File: src/rtl/clk_ui_pkg.sv
// Shared encodings and BCD limits for the clock user-interface blocks.
// Pure declarations: no latency and no flow control.
package clk_ui_pkg;

  typedef enum logic [1:0] {
    MODE_RUN       = 2'd0,
    MODE_SET_TIME  = 2'd1,
    MODE_SET_ALARM = 2'd2
  } mode_t;

  typedef enum logic [1:0] {
    FLD_HOUR = 2'd0,
    FLD_MIN  = 2'd1,
    FLD_SEC  = 2'd2
  } fld_t;

  localparam logic [7:0] HOUR_MAX   = 8'h23;
  localparam logic [7:0] MINSEC_MAX = 8'h59;

endpackage

File: src/rtl/btn_debounce.sv
// Raw button -> one-cycle press pulse: 2-flop sync, stable-level counter, rising-edge detect.
// Latency 2 + DEB_CYCLES + 1 cycles from raw edge to pulse; no backpressure, pulse is fire-and-forget.
module btn_debounce #(
  parameter logic [19:0] DEB_CYCLES = 20'd500000
) (
  input  logic clk,
  input  logic rst_n,
  input  logic btn,
  output logic press
);

  logic        sync1;
  logic        sync2;
  logic        level;
  logic        level_d;
  logic [19:0] cnt;

  always_ff @(posedge clk or negedge rst_n) begin
    if (!rst_n) begin
      sync1   <= 1'b0;
      sync2   <= 1'b0;
      level   <= 1'b0;
      level_d <= 1'b0;
      cnt     <= '0;
      press   <= 1'b0;
    end else begin
      sync1   <= btn;
      sync2   <= sync1;
      level_d <= level;
      press   <= level & ~level_d;
      // Any return to the accepted level restarts the stability count.
      if (sync2 == level) begin
        cnt <= '0;
      end else if (cnt >= DEB_CYCLES - 20'd1) begin
        level <= sync2;
        cnt   <= '0;
      end else begin
        cnt <= cnt + 20'd1;
      end
    end
  end

endmodule

File: src/rtl/set_mode_ctrl.sv
// Three-button UI controller: run / set-time / set-alarm modes with BCD field editing.
// Edits land one cycle after a debounced press; set_time_finish is a one-cycle strobe with no handshake.
module set_mode_ctrl
  import clk_ui_pkg::*;
#(
  parameter logic [19:0] DEB_CYCLES = 20'd500000,
  parameter logic [23:0] BLINK_DIV  = 24'd6250000
) (
  input  logic       clk,
  input  logic       rst_n,
  input  logic       btn_mode,
  input  logic       btn_next,
  input  logic       btn_inc,
  input  logic [3:0] cur_hour_shi,
  input  logic [3:0] cur_hour_ge,
  input  logic [3:0] cur_min_shi,
  input  logic [3:0] cur_min_ge,
  output logic       set_time_finish,
  output logic [3:0] set_hour_shi,
  output logic [3:0] set_hour_ge,
  output logic [3:0] set_min_shi,
  output logic [3:0] set_min_ge,
  output logic [3:0] set_sec_shi,
  output logic [3:0] set_sec_ge,
  output logic       clock_en,
  output logic [3:0] clock_hour_shi,
  output logic [3:0] clock_hour_ge,
  output logic [3:0] clock_min_shi,
  output logic [3:0] clock_min_ge,
  output logic [1:0] mode,
  output logic [1:0] edit_field,
  output logic       blink
);

  logic        p_mode;
  logic        p_next;
  logic        p_inc;
  mode_t       state;
  fld_t        fld;
  logic [7:0]  set_hour;
  logic [7:0]  set_min;
  logic [7:0]  set_sec;
  logic [7:0]  alm_hour;
  logic [7:0]  alm_min;
  logic [23:0] blink_cnt;

  btn_debounce #(.DEB_CYCLES(DEB_CYCLES)) u_deb_mode (.clk(clk), .rst_n(rst_n), .btn(btn_mode), .press(p_mode));
  btn_debounce #(.DEB_CYCLES(DEB_CYCLES)) u_deb_next (.clk(clk), .rst_n(rst_n), .btn(btn_next), .press(p_next));
  btn_debounce #(.DEB_CYCLES(DEB_CYCLES)) u_deb_inc  (.clk(clk), .rst_n(rst_n), .btn(btn_inc),  .press(p_inc));

  // Wraps to 00 at the field limit; out-of-range input also wraps rather than running away.
  function automatic logic [7:0] bcd_inc(input logic [7:0] v, input logic [7:0] lim);
    if (v >= lim)
      return 8'h00;
    else if (v[3:0] >= 4'd9)
      return {v[7:4] + 4'd1, 4'd0};
    else
      return {v[7:4], v[3:0] + 4'd1};
  endfunction

  always_ff @(posedge clk or negedge rst_n) begin
    if (!rst_n) begin
      state           <= MODE_RUN;
      fld             <= FLD_HOUR;
      set_hour        <= 8'h00;
      set_min         <= 8'h00;
      set_sec         <= 8'h00;
      alm_hour        <= 8'h00;
      alm_min         <= 8'h00;
      clock_en        <= 1'b0;
      set_time_finish <= 1'b0;
    end else begin
      set_time_finish <= 1'b0;
      if (p_mode) begin
        fld <= FLD_HOUR;
        case (state)
          MODE_RUN: begin
            state    <= MODE_SET_TIME;
            set_hour <= {cur_hour_shi, cur_hour_ge};
            set_min  <= {cur_min_shi, cur_min_ge};
            set_sec  <= 8'h00;
          end
          MODE_SET_TIME: begin
            state           <= MODE_SET_ALARM;
            set_time_finish <= 1'b1;
          end
          default: state <= MODE_RUN;
        endcase
      end else if (p_next) begin
        case (state)
          MODE_SET_TIME:  fld <= (fld == FLD_HOUR) ? FLD_MIN : (fld == FLD_MIN) ? FLD_SEC : FLD_HOUR;
          MODE_SET_ALARM: fld <= (fld == FLD_HOUR) ? FLD_MIN : FLD_HOUR;
          default: ;
        endcase
      end else if (p_inc) begin
        case (state)
          MODE_RUN: clock_en <= ~clock_en;
          MODE_SET_TIME: begin
            case (fld)
              FLD_HOUR: set_hour <= bcd_inc(set_hour, HOUR_MAX);
              FLD_MIN:  set_min  <= bcd_inc(set_min, MINSEC_MAX);
              default:  set_sec  <= bcd_inc(set_sec, MINSEC_MAX);
            endcase
          end
          default: begin
            if (fld == FLD_HOUR)
              alm_hour <= bcd_inc(alm_hour, HOUR_MAX);
            else
              alm_min <= bcd_inc(alm_min, MINSEC_MAX);
          end
        endcase
      end
    end
  end

  always_ff @(posedge clk or negedge rst_n) begin
    if (!rst_n) begin
      blink_cnt <= '0;
      blink     <= 1'b0;
    end else if (state == MODE_RUN) begin
      blink_cnt <= '0;
      blink     <= 1'b0;
    end else if (blink_cnt >= BLINK_DIV - 24'd1) begin
      blink_cnt <= '0;
      blink     <= ~blink;
    end else begin
      blink_cnt <= blink_cnt + 24'd1;
    end
  end

  assign mode           = state;
  assign edit_field     = fld;
  assign set_hour_shi   = set_hour[7:4];
  assign set_hour_ge    = set_hour[3:0];
  assign set_min_shi    = set_min[7:4];
  assign set_min_ge     = set_min[3:0];
  assign set_sec_shi    = set_sec[7:4];
  assign set_sec_ge     = set_sec[3:0];
  assign clock_hour_shi = alm_hour[7:4];
  assign clock_hour_ge  = alm_hour[3:0];
  assign clock_min_shi  = alm_min[7:4];
  assign clock_min_ge   = alm_min[3:0];

endmodule
File: config.mk
export PLATFORM = sky130hd
export DESIGN_NAME = set_mode_ctrl
export DESIGN_NICKNAME = d
export VERILOG_FILES = /design/src/rtl/clk_ui_pkg.sv /design/src/rtl/btn_debounce.sv /design/src/rtl/set_mode_ctrl.sv
export SDC_FILE = /design/constraint.sdc
export NUM_CORES = 1
export LEC_CHECK = 0
export CORE_AREA = 2 2 158 129
export DETAILED_ROUTE_END_ITERATION = 10
export DIE_AREA = 0 0 160 131
export HOLD_SLACK_MARGIN = 0.02
export PLACE_DENSITY = 0.58
export SKIP_LAST_GASP = 1
export SLEW_MARGIN = 20
export SYNTH_ARGS = -nofsm -noshare
export SYNTH_HDL_FRONTEND = slang
export SYNTH_HIERARCHICAL = 1
export SYNTH_SLANG_ARGS = --single-unit
File: constraint.sdc
create_clock -name clk -period 1.9 [get_ports clk]
set_input_delay 0.38 -clock clk [delete_from_list [all_inputs] [get_ports clk]]
set_output_delay 0.38 -clock clk [all_outputs]
set_load 0.03 [all_outputs]
==> flow_metrics.env, run 1 <==
export IMPL_pwr_share_comb_pct=30.1
export IMPL_start_util_pct=39.4
export IMPL_portBuffers=67
export IMPL_setup_tns_ps=0
export IMPL_required_ps=2210
export IMPL_cap_violations=0
export IMPL_rsz0062_at_grt="true"
export IMPL_netlist_instances=768
export IMPL_startpoint_type="flip-flop"
export IMPL_r2r_start="alm_min[1]"
export IMPL_sequentialPowerShare_pct=38.3
export IMPL_finClkSkew_ps=10.2
export IMPL_hp_start="u_deb_inc/sync1"
export IMPL_ys_seq_area_share_pct=47.6
export IMPL_vias_per_cell=5.32
export IMPL_root_buffer="clkbuf_16"
export IMPL_syn_nets=818
export IMPL_status="finished, final reports clean"
export IMPL_drive_above_1_share_pct=21.0
export IMPL_intPower_w=0.00670
export IMPL_antenna_found_initial=0
export IMPL_area_delta_synth_final_pct=28.0
export IMPL_hold_worst_slack_ps=347
export IMPL_globalplace_congestion=0.796
export IMPL_clockBufferDepth=2
export IMPL_post_place_cells=1140
export IMPL_p_sw_w=0.00354
export IMPL_antenna_diode_count=0
export IMPL_cp_end_kind="flip-flop"
export IMPL_crit_arrival_ps=2200
export IMPL_wl_per_cell_um=14.8
export IMPL_finalMaxSlewViolations=0
export IMPL_setup_violations_final=0
export IMPL_grt_overflow_total=0
export IMPL_drtIter0Drc=404
export IMPL_r2r_cells=6
export IMPL_clk_pin_slew_ps=60
export IMPL_die_height_um=131
export IMPL_grt_max_degree=47
export IMPL_grt_pass1_wl_um=29100
export IMPL_clock_latency_ps=420
export IMPL_htreeDepth=4
export IMPL_leakagePower_nw=4.24
export IMPL_ys_top_cells_by_area="dfrtp_1 48%, ha_1 4.7%, xnor2_1 3.0%"
export IMPL_whs_path_depth=0
export IMPL_final_hold_viol_count=0
export IMPL_ir_worst_vdd_mv=0.623
export IMPL_drc=0
export IMPL_ant_nets=0
export IMPL_post_dp_hpwl_um=12300
export IMPL_stdcell_count=1175
export IMPL_sw_frac_of_total_pct=34.5
export IMPL_ys_ff_latch=146
export IMPL_r2r_end="alm_min[6]"
export IMPL_hold_path_class="reg -> reg"
export IMPL_grt_usage_pct=17.1
export IMPL_r2r_slack_ps=10
export IMPL_synth_top_area_share_pct=47.6
export IMPL_placed_area_um2=9150
export IMPL_finalCriticalPeriod_ps=1890
export IMPL_min_to="u_deb_inc/sync2"
export IMPL_synth_flop_cell="dfrtp_1"
export IMPL_crit_slowest_cell="dfrtp_2"
export IMPL_path_cells="inv_2 -> ha_4 -> or3b_4 -> a221o_1 -> and2_4 -> a22o_1"
export IMPL_stdcell_area_um2=9810
export IMPL_power_per_cell_area_nw_per_um2=1040
export IMPL_clkPwrFrac_pct=31.6
export IMPL_synth_area_per_cell_um2=9.99
export IMPL_dieArea_um2=21000
export IMPL_wl_um=17400
export IMPL_core_area_um2=19500
export IMPL_cts_sinks=146
export IMPL_yosysTopAreaCell="dfrtp_1"
export IMPL_die_w_um=160
export IMPL_critPathKind="reg -> reg"
export IMPL_critPathBufInv=1
export IMPL_grt_pass1_vias=6074
export IMPL_maxSlewHeadroom_pct=47.0
export IMPL_synth_enable_flop_cells=0
export IMPL_drt_pre_antenna_iters=5
export IMPL_yosysUniqueCellTypes=82
export IMPL_syn_area_um2=7670
export IMPL_synth_warnings=6
export IMPL_path_max_fanout=5
export IMPL_rows=46
export IMPL_slowest_delay_ps=430
export IMPL_synthArstFlopShare_pct=100
export IMPL_finalCritPeriodShare_pct=99.3
export IMPL_power_w=0.0102
export IMPL_nNetsFinal=950
export IMPL_cts_tree="built"
export IMPL_cts_buffers=17
export IMPL_max_freq_ghz=0.530
export IMPL_tightest_slew_ps=791
export IMPL_io_pins=68
export IMPL_vias=6253
export IMPL_critPathTopFamily="compound AO/OA/AOI/OAI gates"
through the flow:
step / setup slack [ps] / util [%]
global route: -55.2 / 50.5
finish: 13.0 / 50.5
global placement: 18.8 / 47.0
floorplan: -57.3 / -
CTS: 0.224 / 49.9
detailed placement: -57.4 / 47.0
routing by layer:
| layer | part of all wire (%) | up-vias | global-route usage, % |
|---|---|---|---|
| met5 | 0 | - | 0 |
| met1 | 49 | 3074 | 22.8 |
| li1 | - | 3045 | - |
| met2 | 46 | 119 | 28.0 |
| met4 | 1.3 | 0 | 5.72 |
| met3 | 3.6 | 15 | 3.88 |
timing repair:
item / CTS / global route
hold endpoints to repair: 40 / 0
setup endpoints to repair: 57 / 75
gates resized for setup: 40 / 29
hold buffers: 1 / 0
pin swaps: 2 / 3
setup buffers: 1 / 3
worst max path at each step:
| stage | from | to | slack (ps) | depth (start not counted) |
|---|---|---|---|---|
| CTS | set_sec[0] | set_sec[6] | 0.2 | 6 |
| detailed placement | set_sec[0] | set_sec[6] | -60 | 6 |
| finish | alm_min[1] | alm_min[6] | 10 | 6 |
| global route | alm_min[1] | alm_min[6] | -60 | 6 |
| global placement | set_sec[0] | set_sec[6] | 20 | 6 |
| floorplan | set_sec[1] | set_sec[6] | -60 | 6 |
Yosys cell counts, types with 13 or more instances:
| library cell | number |
|---|---|
| nor3_1 | 35 |
| a21oi_1 | 33 |
| nand3_1 | 38 |
| dfrtp_1 | 146 |
| xnor2_1 | 26 |
| clkbuf_1 | 13 |
| xor2_1 | 25 |
| o31ai_1 | 16 |
| ha_1 | 29 |
| nand4_1 | 18 |
| o21ai_0 | 34 |
| nand2_1 | 50 |
| nor2_1 | 56 |
| inv_1 | 33 |
worst register-to-register path: stages (launching register included):
cell and delay [ps]:
dfrtp_2 430, inv_2 100, ha_4 120, or3b_4 370, a221o_1 400, and2_4 180
a22o_1 180
area by class of cell:
class | instances | area [um^2]
Timing Repair Buffer | 143 | 1270
Tap cell | 264 | 330
Clock buffer | 21 | 450
Fill cell | 1800 | 9640
Multi-Input combinational cell | 559 | 3860
Clock inverter | 9 | 110
Inverter | 33 | 124
Sequential cell | 146 | 3660
cells by family (layout without fill, tap and decap cells):
logic type	count (synthesis)	in the layout	share of synthesized area, %
multiplexers	15	15	2.06
XOR/XNOR	51	51	5.82
other	4	4	0.196
AO/OA/AOI/OAI	150	150	13.4
buffers and inverters	63	206	3.52
AND/OR/NAND/NOR	310	310	22.6
adder cells (fa/ha/maj)	29	29	4.73
flip-flops	146	146	47.6
cell usage in the layout (no fill, tap or decap), types with 6 or more instances in the layout:
cell type        count
clkbuf_16           17
ha_1                27
dfrtp_2              9
or2_2                7
or3_2                9
a21oi_1             32
dlymetal6s2s_1       6
or4_4                6
nand2_1             50
dlygate4sd2_1       36
nor2_1              56
inv_1               31
o31ai_1             16
xnor2_1             26
nand3_1             38
buf_4               71
dfrtp_1            137
nor4_1              10
o21ai_0             32
xor2_1              25
nor3_1              31
or4_1                7
nand4_1             18
nor2b_1              7
mux2i_1              9
or3_1                7
clkdlybuf4s50_1     23
sequential cells by signal, summed over array words and instances (netlist names), 2 cells and up:
register / flops
alm_min: 8
set_min: 8
edit_field: 2
u_deb_inc/cnt: 20
blink_cnt: 24
set_hour: 8
mode: 2
u_deb_mode/cnt: 20
set_sec: 8
u_deb_next/cnt: 20
alm_hour: 8
power by group through the flow:
| stage | Combinational, W | Clock (W) | Sequential, W |
|---|---|---|---|
| after floorplan | 0.00133 | 0 | 0.00441 |
| after global routing | 0.00336 | 0.00347 | 0.00398 |
| after global placement | 0.00308 | 0 | 0.00394 |
| after detailed placement | 0.00315 | 0 | 0.00398 |
| final | 0.00308 | 0.00323 | 0.00392 |
| after CTS | 0.00299 | 0.00332 | 0.00392 |
Note: power is estimated with default switching activity, not from simulation.
==> inputs of run 2 (changes only) <==
CORE_AREA = 2 2 153 125   (was 2 2 158 129)
DIE_AREA = 0 0 155 127   (was 0 0 160 131)
SYNTH_HIERARCHICAL = not set   (was 1)
==> flow_metrics.env, run 2 <==
export IMPL_start_util_pct=39.9
export IMPL_maxSlewHeadroom_pct=62.4
export IMPL_clockBufferDepth=2
export IMPL_wl_um=15200
export IMPL_critPathKind="reg -> reg"
export IMPL_post_dp_hpwl_um=10800
export IMPL_drt_pre_antenna_iters=4
export IMPL_antenna_found_initial=0
export IMPL_antenna_diode_count=0
export IMPL_r2r_start="set_min[0]"
export IMPL_largest_reg_flops=24
export IMPL_fin_ws_ps=-59.8
export IMPL_synth_top_area_share_pct=50.9
export IMPL_rsz0062_at_grt="true"
export IMPL_critPathLaunch="set_min[0]"
export IMPL_grt_usage_pct=16.1
export IMPL_die_height_um=127
export IMPL_synth_warnings=0
export IMPL_netlist_instances=723
export IMPL_cts_buffers=17
export IMPL_startpoint_type="flip-flop"
export IMPL_synth_adder_area_share_pct=5.57
export IMPL_stdcell_count=1094
export IMPL_synth_common_cells="146 x dfrtp_1, 120 x nor2_1, 53 x nand2_1, 38 x xnor2_1, 34 x nand3_1"
export IMPL_hold_path_class="reg -> reg"
export IMPL_drc=0
export IMPL_ys_ff_latch=146
export IMPL_root_buffer="clkbuf_16"
export IMPL_synth_flop_cell="dfrtp_1"
export IMPL_io_pins=68
export IMPL_grt_overflow_total=0
export IMPL_yosysUniqueCellTypes=64
export IMPL_mostFrequentLayoutCell="dfrtp_1"
export IMPL_ys_top_cells_by_area="dfrtp_1 51%, nor2_1 6.3%, ha_1 5.6%"
export IMPL_critPathBufInv=1
export IMPL_finalCritPeriodShare_pct=103
export IMPL_synth_area_per_cell_um2=9.94
export IMPL_ys_seq_area_share_pct=50.9
export IMPL_clk_pin_slew_ps=60
export IMPL_status="finished with violations"
export IMPL_yosysTopAreaCell="dfrtp_1"
export IMPL_mostFrequentLayoutCells="137 x dfrtp_1, 116 x nor2_1, 53 x nand2_1, 48 x buf_4, 39 x dlygate4sd2_1"
export IMPL_die_w_um=155
export IMPL_leakagePower_nw=4.16
export IMPL_cp_end_kind="flip-flop"
export IMPL_synth_compound_area_share_pct=10.1
export IMPL_regMostFlops="blink_cnt"
export IMPL_cap_violations=0
export IMPL_setup_tns_ps=-71.8
export IMPL_clock_latency_ps=420
export IMPL_setup_violations_final=2
export IMPL_violations="negative setup slack"
export IMPL_nNetsFinal=904
export IMPL_syn_area_um2=7180
export IMPL_max_freq_ghz=0.510
export IMPL_path_cells="inv_2 -> ha_1 -> or3b_4 -> a22o_4 -> o31ai_4 -> mux2_4"
export IMPL_dieArea_um2=19700
export IMPL_muxShareOfSynthArea_pct=0.941
export IMPL_power_per_cell_area_nw_per_um2=1090
export IMPL_tightest_slew_ps=565
export IMPL_core_area_um2=18000
export IMPL_globalplace_congestion=0.847
export IMPL_grt_pass1_vias=5442
export IMPL_portBuffers=67
export IMPL_wl_per_cell_um=13.9
export IMPL_rows=44
export IMPL_vias=5595
export IMPL_path_max_fanout=3
export IMPL_crit_arrival_ps=2260
export IMPL_htreeDepth=4
export IMPL_post_place_cells=1058
export IMPL_finalCriticalPeriod_ps=1960
export IMPL_yosysMostFrequentCell="dfrtp_1"
export IMPL_critPathTopFamily="compound AO/OA/AOI/OAI gates"
export IMPL_crit_slowest_cell="dfrtp_2"
export IMPL_cts_tree="built"
export IMPL_utilization_pct=51.3
export IMPL_final_hold_viol_count=0
export IMPL_hold_worst_slack_ps=353
export IMPL_ant_nets=0
export IMPL_ir_worst_vdd_mv=0.615
export IMPL_finalMaxSlewViolations=0
export IMPL_grt_pass1_wl_um=25800
export IMPL_synth_enable_flop_cells=0
export IMPL_area_delta_synth_final_pct=28.5
export IMPL_grt_max_degree=55
export IMPL_synthArstFlopShare_pct=100
export IMPL_drive_above_1_share_pct=15.5
export IMPL_cts_sinks=146
export IMPL_required_ps=2200
export IMPL_yosys_area_share_xor_xnor_pct=8.66
export IMPL_vias_per_cell=5.11
export IMPL_drtIter0Drc=242
export IMPL_slowest_delay_ps=430
export IMPL_finClkSkew_ps=19.8
export IMPL_synthSimpleGateAreaFrac_pct=21.0
export IMPL_hp_start="u_deb_mode.sync1"
export IMPL_synth_top_family_by_area="simple AND/OR/NAND/NOR gates"
run 2: report_power, final:
| group | internal, W | total (W) | switching [W] |
|---|---|---|---|
| sequential | 0.00346 | 0.00385 | 0.000386 |
| combinational | 0.00120 | 0.00293 | 0.00173 |
| clock | 0.00204 | 0.00330 | 0.00127 |
| total | 0.00670 | 0.0101 | 0.00338 |
run 2: cells by family (layout without fill, tap and decap cells):
group | Yosys count | count (layout)
flip-flops | 146 | 146
XOR/XNOR | 71 | 71
multiplexers | 6 | 6
AND/OR/NAND/NOR | 311 | 311
adder cells (fa/ha/maj) | 32 | 32
buffers and inverters | 47 | 185
AO/OA/AOI/OAI | 109 | 109
other | 1 | 4
run 2: final timing paths:
check / to / slack (ps) / depth (start not counted)
hold reg to reg: u_deb_mode.sync2 / 350 / 0
setup reg to reg: set_min[4] / -60 / 6
max in group asynchronous: u_deb_mode.press / 780 / 3
min in group asynchronous: blink_cnt[13] / 510 / 2
hold / removal: u_deb_mode.sync2 / 350 / 0
setup / recovery: set_min[4] / -60 / 6
run 2: layout make-up:
type                    count  area (um^2)
fillers                  1638         8770
flip-flops and latches    146         3660
multi-input cells         533         3490
repair buffers            121         1090
clock buffers              24          482
well taps                 230          288
inverters                  32          120
clock inverters             8          103
run 2: metrics by stage:
stage / cell area [um^2] / setup WS (ps) / power, W
floorplan: 7240 / -102 / 0.00559
global placement: 8530 / 8.68 / 0.00679
detailed placement: 8530 / -77.3 / 0.00689
CTS: 9090 / -4.26 / 0.0101
global route: 9230 / -103 / 0.0107
finish: 9230 / -59.8 / 0.0101
run 2: what timing repair did:
| item | 4_1_cts | 5_1_grt |
|---|---|---|
| hold endpoints to repair | 48 | 0 |
| buffers inserted | 0 | 3 |
| pin swaps | 3 | 10 |
| resized for setup | 45 | 32 |
| setup endpoints to repair | 68 | 58 |
| hold buffers | 1 | 0 |
run 2: metal layers:
layer,track usage (%),part of all wire (%),vias up
met5,0,0,-
met3,3.83,3.4,11
met2,25.6,47,81
met4,4.74,0.96,0
li1,-,-,2750
met1,22.0,49,2753
